==> config.mk <==
export PLATFORM = sky130hd
export DESIGN_NAME = sevseg_capture
export DESIGN_NICKNAME = d
export VERILOG_FILES = /design/src/rtl/sevseg_capture.sv
export SDC_FILE = /design/constraint.sdc
export NUM_CORES = 1
export LEC_CHECK = 0
export ABC_CLOCK_PERIOD_IN_PS = 6000
export CAP_MARGIN = 20
export CORE_UTILIZATION = 37
export DETAILED_ROUTE_END_ITERATION = 10
export MAX_ROUTING_LAYER = met4
export REMOVE_ABC_BUFFERS = 1
export SYNTH_ARGS = -nofsm -noshare
export SYNTH_HDL_FRONTEND = slang
export SYNTH_SLANG_ARGS = --single-unit
==> constraint.sdc <==
create_clock -name clk -period 6 [get_ports clk]
set_input_delay 1.2 -clock clk [delete_from_list [all_inputs] [get_ports clk]]
set_output_delay 1.2 -clock clk [all_outputs]
set_load 0.1 [all_outputs]
==> src/rtl/sevseg_capture.sv <==
// Loopback decoder for the multiplexed active-low seven-segment bus: filters ghosting, decodes digits, tracks frames.
// Optional err_count output and counter enabled by defining SEVSEG_CAPTURE_ERRCNT_EN.
module sevseg_capture #(
  parameter int unsigned STABLE_CYCLES = 4,
  parameter int unsigned FRAME_TIMEOUT = 2000000
) (
  input  logic       clk,
  input  logic       rst_n,
  input  logic [3:0] anode_in,
  input  logic [6:0] cathode_in,
  output logic [3:0] digit_0,
  output logic [3:0] digit_1,
  output logic [3:0] digit_2,
  output logic [3:0] digit_3,
  output logic [3:0] digit_valid,
  output logic       frame_done,
  output logic       stale,
  output logic       pattern_err
`ifdef SEVSEG_CAPTURE_ERRCNT_EN
  ,
  output logic [7:0] err_count
`endif
);

  localparam int unsigned NDIG  = 4;
  localparam int unsigned AN_W  = 4;
  localparam int unsigned SEG_W = 7;
  localparam int unsigned SMP_W = AN_W + SEG_W;
  localparam int unsigned VAL_W = 4;
  localparam int unsigned CNT_W = 8;
  localparam int unsigned TMO_W = 24;

  localparam logic [SMP_W-1:0] SMP_IDLE = '1;
  localparam logic [CNT_W-1:0] CNT_ACC  = CNT_W'(STABLE_CYCLES - 1);
  localparam logic [TMO_W-1:0] TMO_LAST = TMO_W'(FRAME_TIMEOUT - 1);
  localparam logic [TMO_W-1:0] TMO_MAX  = TMO_W'(FRAME_TIMEOUT);

  // Returns {hit, value}; hit is 0 for any pattern outside the hex font.
  function automatic logic [VAL_W:0] seg_decode(input logic [SEG_W-1:0] seg);
    logic [VAL_W:0] res;
    res = '0;
    case (seg)
      7'b1000000: res = {1'b1, 4'h0};
      7'b1111001: res = {1'b1, 4'h1};
      7'b0100100: res = {1'b1, 4'h2};
      7'b0110000: res = {1'b1, 4'h3};
      7'b0011001: res = {1'b1, 4'h4};
      7'b0010010: res = {1'b1, 4'h5};
      7'b0000010: res = {1'b1, 4'h6};
      7'b1111000: res = {1'b1, 4'h7};
      7'b0000000: res = {1'b1, 4'h8};
      7'b0011000: res = {1'b1, 4'h9};
      7'b0001000: res = {1'b1, 4'hA};
      7'b0000011: res = {1'b1, 4'hB};
      7'b1000110: res = {1'b1, 4'hC};
      7'b0100001: res = {1'b1, 4'hD};
      7'b0000110: res = {1'b1, 4'hE};
      7'b0001110: res = {1'b1, 4'hF};
      default:    res = '0;
    endcase
    return res;
  endfunction

  logic [SMP_W-1:0] w_in;
  logic [SMP_W-1:0] r_smp;
  logic [SMP_W-1:0] r_acc_pat;
  logic [CNT_W-1:0] r_cnt;
  logic             r_accepted;
  logic             r_acc_vld;
  logic [VAL_W-1:0] r_digit [NDIG];
  logic [NDIG-1:0]  r_valid;
  logic [NDIG-1:0]  r_seen;
  logic [TMO_W-1:0] r_tmo;
  logic             r_frame_done;
  logic             r_stale;
  logic             r_perr;

  logic             w_same;
  logic             w_onehot;
  logic             w_acc;
  logic [VAL_W:0]   w_dec;
  logic [NDIG-1:0]  w_pos_mask;
  logic             w_hit;
  logic             w_miss;
  logic             w_frame;
  logic             w_expire;
  logic [NDIG-1:0]  w_valid_nxt;
  logic [NDIG-1:0]  w_seen_nxt;

  assign w_in     = {anode_in, cathode_in};
  assign w_same   = (w_in == r_smp);
  assign w_onehot = $onehot(~r_smp[SMP_W-1:SEG_W]);
  assign w_acc    = w_onehot && (r_cnt == CNT_ACC) && !r_accepted;

  // Second stage decodes the pattern captured on the accepting cycle.
  assign w_dec      = seg_decode(r_acc_pat[SEG_W-1:0]);
  assign w_pos_mask = ~r_acc_pat[SMP_W-1:SEG_W];
  assign w_hit      = r_acc_vld && w_dec[VAL_W];
  assign w_miss     = r_acc_vld && !w_dec[VAL_W];
  assign w_frame    = (r_seen == 4'hF);
  assign w_expire   = !w_frame && (r_tmo == TMO_LAST);

  // Expiry wipes validity first; a decode on the same cycle then re-asserts its own bit.
  always_comb begin
    w_valid_nxt = w_expire ? '0 : r_valid;
    w_seen_nxt  = w_frame ? '0 : r_seen;
    if (w_hit) begin
      w_valid_nxt = w_valid_nxt | w_pos_mask;
      w_seen_nxt  = w_seen_nxt | w_pos_mask;
    end
    if (w_miss) begin
      w_valid_nxt = w_valid_nxt & ~w_pos_mask;
    end
  end

  always_ff @(posedge clk) begin
    if (!rst_n) begin
      r_smp        <= SMP_IDLE;
      r_cnt        <= '0;
      r_accepted   <= 1'b0;
      r_acc_vld    <= 1'b0;
      r_acc_pat    <= SMP_IDLE;
      r_valid      <= '0;
      r_seen       <= '0;
      r_tmo        <= '0;
      r_frame_done <= 1'b0;
      r_stale      <= 1'b0;
      r_perr       <= 1'b0;
      for (int i = 0; i < int'(NDIG); i++) r_digit[i] <= '0;
    end else begin
      r_smp <= w_in;
      if (w_same) begin
        if (r_cnt != '1) r_cnt <= r_cnt + CNT_W'(1);
        r_accepted <= r_accepted | w_acc;
      end else begin
        r_cnt      <= '0;
        r_accepted <= 1'b0;
      end
      r_acc_vld    <= w_acc;
      r_acc_pat    <= r_smp;
      r_valid      <= w_valid_nxt;
      r_seen       <= w_seen_nxt;
      r_frame_done <= w_frame;
      r_perr       <= w_miss;
      // A completing frame beats a same-cycle timeout.
      if (w_frame) begin
        r_tmo   <= '0;
        r_stale <= 1'b0;
      end else if (r_tmo != TMO_MAX) begin
        r_tmo <= r_tmo + TMO_W'(1);
        if (w_expire) r_stale <= 1'b1;
      end
      for (int i = 0; i < int'(NDIG); i++) begin
        if (w_hit && w_pos_mask[i]) r_digit[i] <= w_dec[VAL_W-1:0];
      end
    end
  end

  assign digit_0     = r_digit[0];
  assign digit_1     = r_digit[1];
  assign digit_2     = r_digit[2];
  assign digit_3     = r_digit[3];
  assign digit_valid = r_valid;
  assign frame_done  = r_frame_done;
  assign stale       = r_stale;
  assign pattern_err = r_perr;

`ifdef SEVSEG_CAPTURE_ERRCNT_EN
  localparam int unsigned ERR_W = 8;
  logic [ERR_W-1:0] r_err_cnt;

  // Saturating count of undecodable accepted patterns.
  always_ff @(posedge clk) begin
    if (!rst_n) begin
      r_err_cnt <= '0;
    end else if (w_miss && (r_err_cnt != '1)) begin
      r_err_cnt <= r_err_cnt + ERR_W'(1);
    end
  end

  assign err_count = r_err_cnt;
`endif

endmodule

==> summary.md <==
| Metric | Value |
|---|---|
| Status | finished clean |
| Sequential area share after synthesis | 50.0% |
| CP required | 4800 ps |
| Synthesized cell area | 3650 um^2 |
| Cells after Synth | 380 |
| CP Cell Sequence | clkdlybuf4s50_1 |
| Max-cap violations | 0 |
| FFs w/ async S/R, synth | 0% |
| Postcts setup bufs | 0 |
| Final Cycle Share | 50.9% |
| Average routed wire per standard cell | 12.4 um |
| Max IR drop VDD | 0.0998 mV |
| Final Util | 45.6% |
| Headroom to the max-slew limit | 35.0% |
| Crit Path Category | register to output port |
| Via density | 4.86 |
| Worst Hold Class | register to register |
| Core Footprint | 9370 um^2 |
| Die Wd | 101 um |
| Min-delay src | r_accepted |
| P&R area growth vs syn | 17.1% |
| CTS Buf Count | 9 |
| Post-DP HPWL | 4910 um |
| Nets | 429 |
| Worst setup path start | digit_valid[2] |
| Post-synth top flop | dfxtp_1 |
| # rows | 35 |
| Die Y | 101 um |
| DRT Wirelength | 6750 um |
| Worst reg-to-reg path cell count | 5 |
| Synth Area in Compound Gates | 6.55% |
| Clock latency on the worst-skew pair | 350 ps |
| R2R Path Start | r_acc_pat[2] |
| Fin crit period | 3050 ps |
| Distinct cells, synth | 56 |
| Largest family of logic cells by synthesized area | simple AND/OR/NAND/NOR gates |
| Clock transition at the registers of the reported paths | 80 ps |
| Pre-Repair DR Iteration Count | 4 |
| CP top delay family | buffers and inverters |
| R2r setup slk | 3430 ps |
| Grt ovf | 0 |
| Critical path endpoint | digit_valid[2] |
| Max Freq | 328 MHz |
| Buf/Inv on CP | 1 |
| Synth Register Bits | 83 |
| Vias in the first global route | 2,444 |
| Final Hold Viols | 0 |
| Commonest non-fill, non-tap cells in the layout | 67 x dfxtp_1, 57 x nor2_1, 35 x clkdlybuf4s50_1 |
| Leakage | 1.47 nW |
| WP data arrival | 1850 ps |
| I/O Buffers | 35 |
| Final RePlAce weighted congestion | 0.811 |
| H-tree depth | 3 |
| Largest net degree at the start of global routing | 35 |
| Final setup fails | 0 |
| Post-synth EDFFs | 16 |
| Total power | 1.03 mW |
| Vias | 2,646 |
| Fin Hold WS | 423 ps |
| Clock buffer depth | 2 |
| Crit. path cell count | 1 |
| Fin. max-slew vios | 0 |
| YS warnings | 0 |
| Tightest Pin Transition | 972 ps |
| CP max stage cell | clkdlybuf4s50_1 |
| Antenna violations before repair | 0 |
| CTS Sinks | 83 |
| Post-synthesis mux area share | 0.549% |
| Post-cts sizing count | 0 |
| Number of diodes | 0 |
| Power Density | 241 nW/um^2 |
| Gr usage total | 14.9% |
| Crit path largest cell delay | 1140 ps |
| Worst clock skew | 11.3 ps |
| Hold-fix buffers at CTS | 0 |
| CP max FO | 2 |
| First-pass GRT wire length | 11,600 um |
| Final Cell Area | 4270 um^2 |
| Ports | 36 |
| Commonest non-fill, non-tap cell in the layout | dfxtp_1 |
| Worst setup SP type | register |
| Share of cells above drive strength 1 | 6.99% |
| Initial Util | 38.9% |
| Clock tree from TritonCTS | done |
| DRC | 0 |
| Unrepaired setup endpoints after global routing | no |
| Total die area | 10,300 um^2 |
| Simple-Gate Fraction of Synth Area | 28.5% |
| Root Driver | clkbuf_8 |
| Number of routed nets with antenna violations | 0 |
| Setup crit end kind | output port |
| Synth Area in XOR/XNOR | 9.13% |
| Setup TNS | 0 ps |
| Synthesized area per cell | 9.59 um^2 |
| DP Area | 4100 um^2 |
| Synth Area in Adders | 2.26% |
| Reg-to-Reg End | r_digit[2][0] |
| DR iter-0 viols | 90 |
routing by layer:
layer	global-route usage (%)	vias up	share of wire, %
met5	-	-	0
met4	7.36	0	1.7
met3	2.83	8	3.1
met2	21.9	50	44
met1	19.7	1224	51
li1	-	1364	-
state kept, by name, summed over array words and instances (netlist names), 4 cells and up:
signal and count:
digit_valid 4, r_acc_pat 11, r_cnt 8, r_digit 16
r_seen 4, r_smp 11, r_tmo 24
synth_stat cells (all sizes together), types with 9 or more instances:
| master | instances | area [um^2] |
|---|---|---|
| buf | 9 | 40.0 |
| dfxtp | 67 | 1340 |
| edfxtp | 16 | 480 |
| inv | 11 | 41.3 |
| nand2 | 18 | 67.6 |
| nand2b | 32 | 200 |
| nand3 | 18 | 90.1 |
| nor2 | 57 | 214 |
| nor3 | 9 | 50.1 |
| nor4 | 9 | 77.6 |
| o21ai | 9 | 45.0 |
| xnor2 | 16 | 140 |
| xor2 | 22 | 193 |
logic make-up after synthesis:
family,count (synthesis)
AO/OA/AOI/OAI,35
buffers and inverters,28
flip-flops,83
multiplexers,2
XOR/XNOR,38
adder cells (fa/ha/maj),6
AND/OR/NAND/NOR,188
cell type report:
| cell class | instances | area [um^2] |
|---|---|---|
| clock inverters | 3 | 15.0 |
| multi-input cells | 269 | 1710 |
| clock buffers | 13 | 159 |
| repair buffers | 36 | 358 |
| inverters | 11 | 41.3 |
| flip-flops and latches | 83 | 1820 |
| fillers | 950 | 5100 |
| well taps | 129 | 161 |
power breakdown:
| part | total, mW | switching, mW | internal (mW) |
|---|---|---|---|
| registers | 0.591 | 0.0118 | 0.579 |
| logic | 0.0809 | 0.0521 | 0.0288 |
| clock network | 0.357 | 0.185 | 0.171 |
| total | 1.03 | 0.249 | 0.779 |
worst min path at each step:
stage,slack [ps],depth (start not counted),to
2_1_floorplan,400,1,r_acc_vld
4_1_cts,430,1,r_acc_vld
3_5_place_dp,410,1,r_acc_vld
5_1_grt,450,1,r_acc_vld
3_3_place_gp,410,1,r_acc_vld
6_report,420,1,r_acc_vld
per-stage QoR:
stage                     worst slack, ps  instances
after floorplan                      3800        363
final                                2950        544
after global placement               2910        528
after global routing                 2900        544
after CTS                            2920        544
after detailed placement             2860        528
Power figures use the tool's default switching activity.
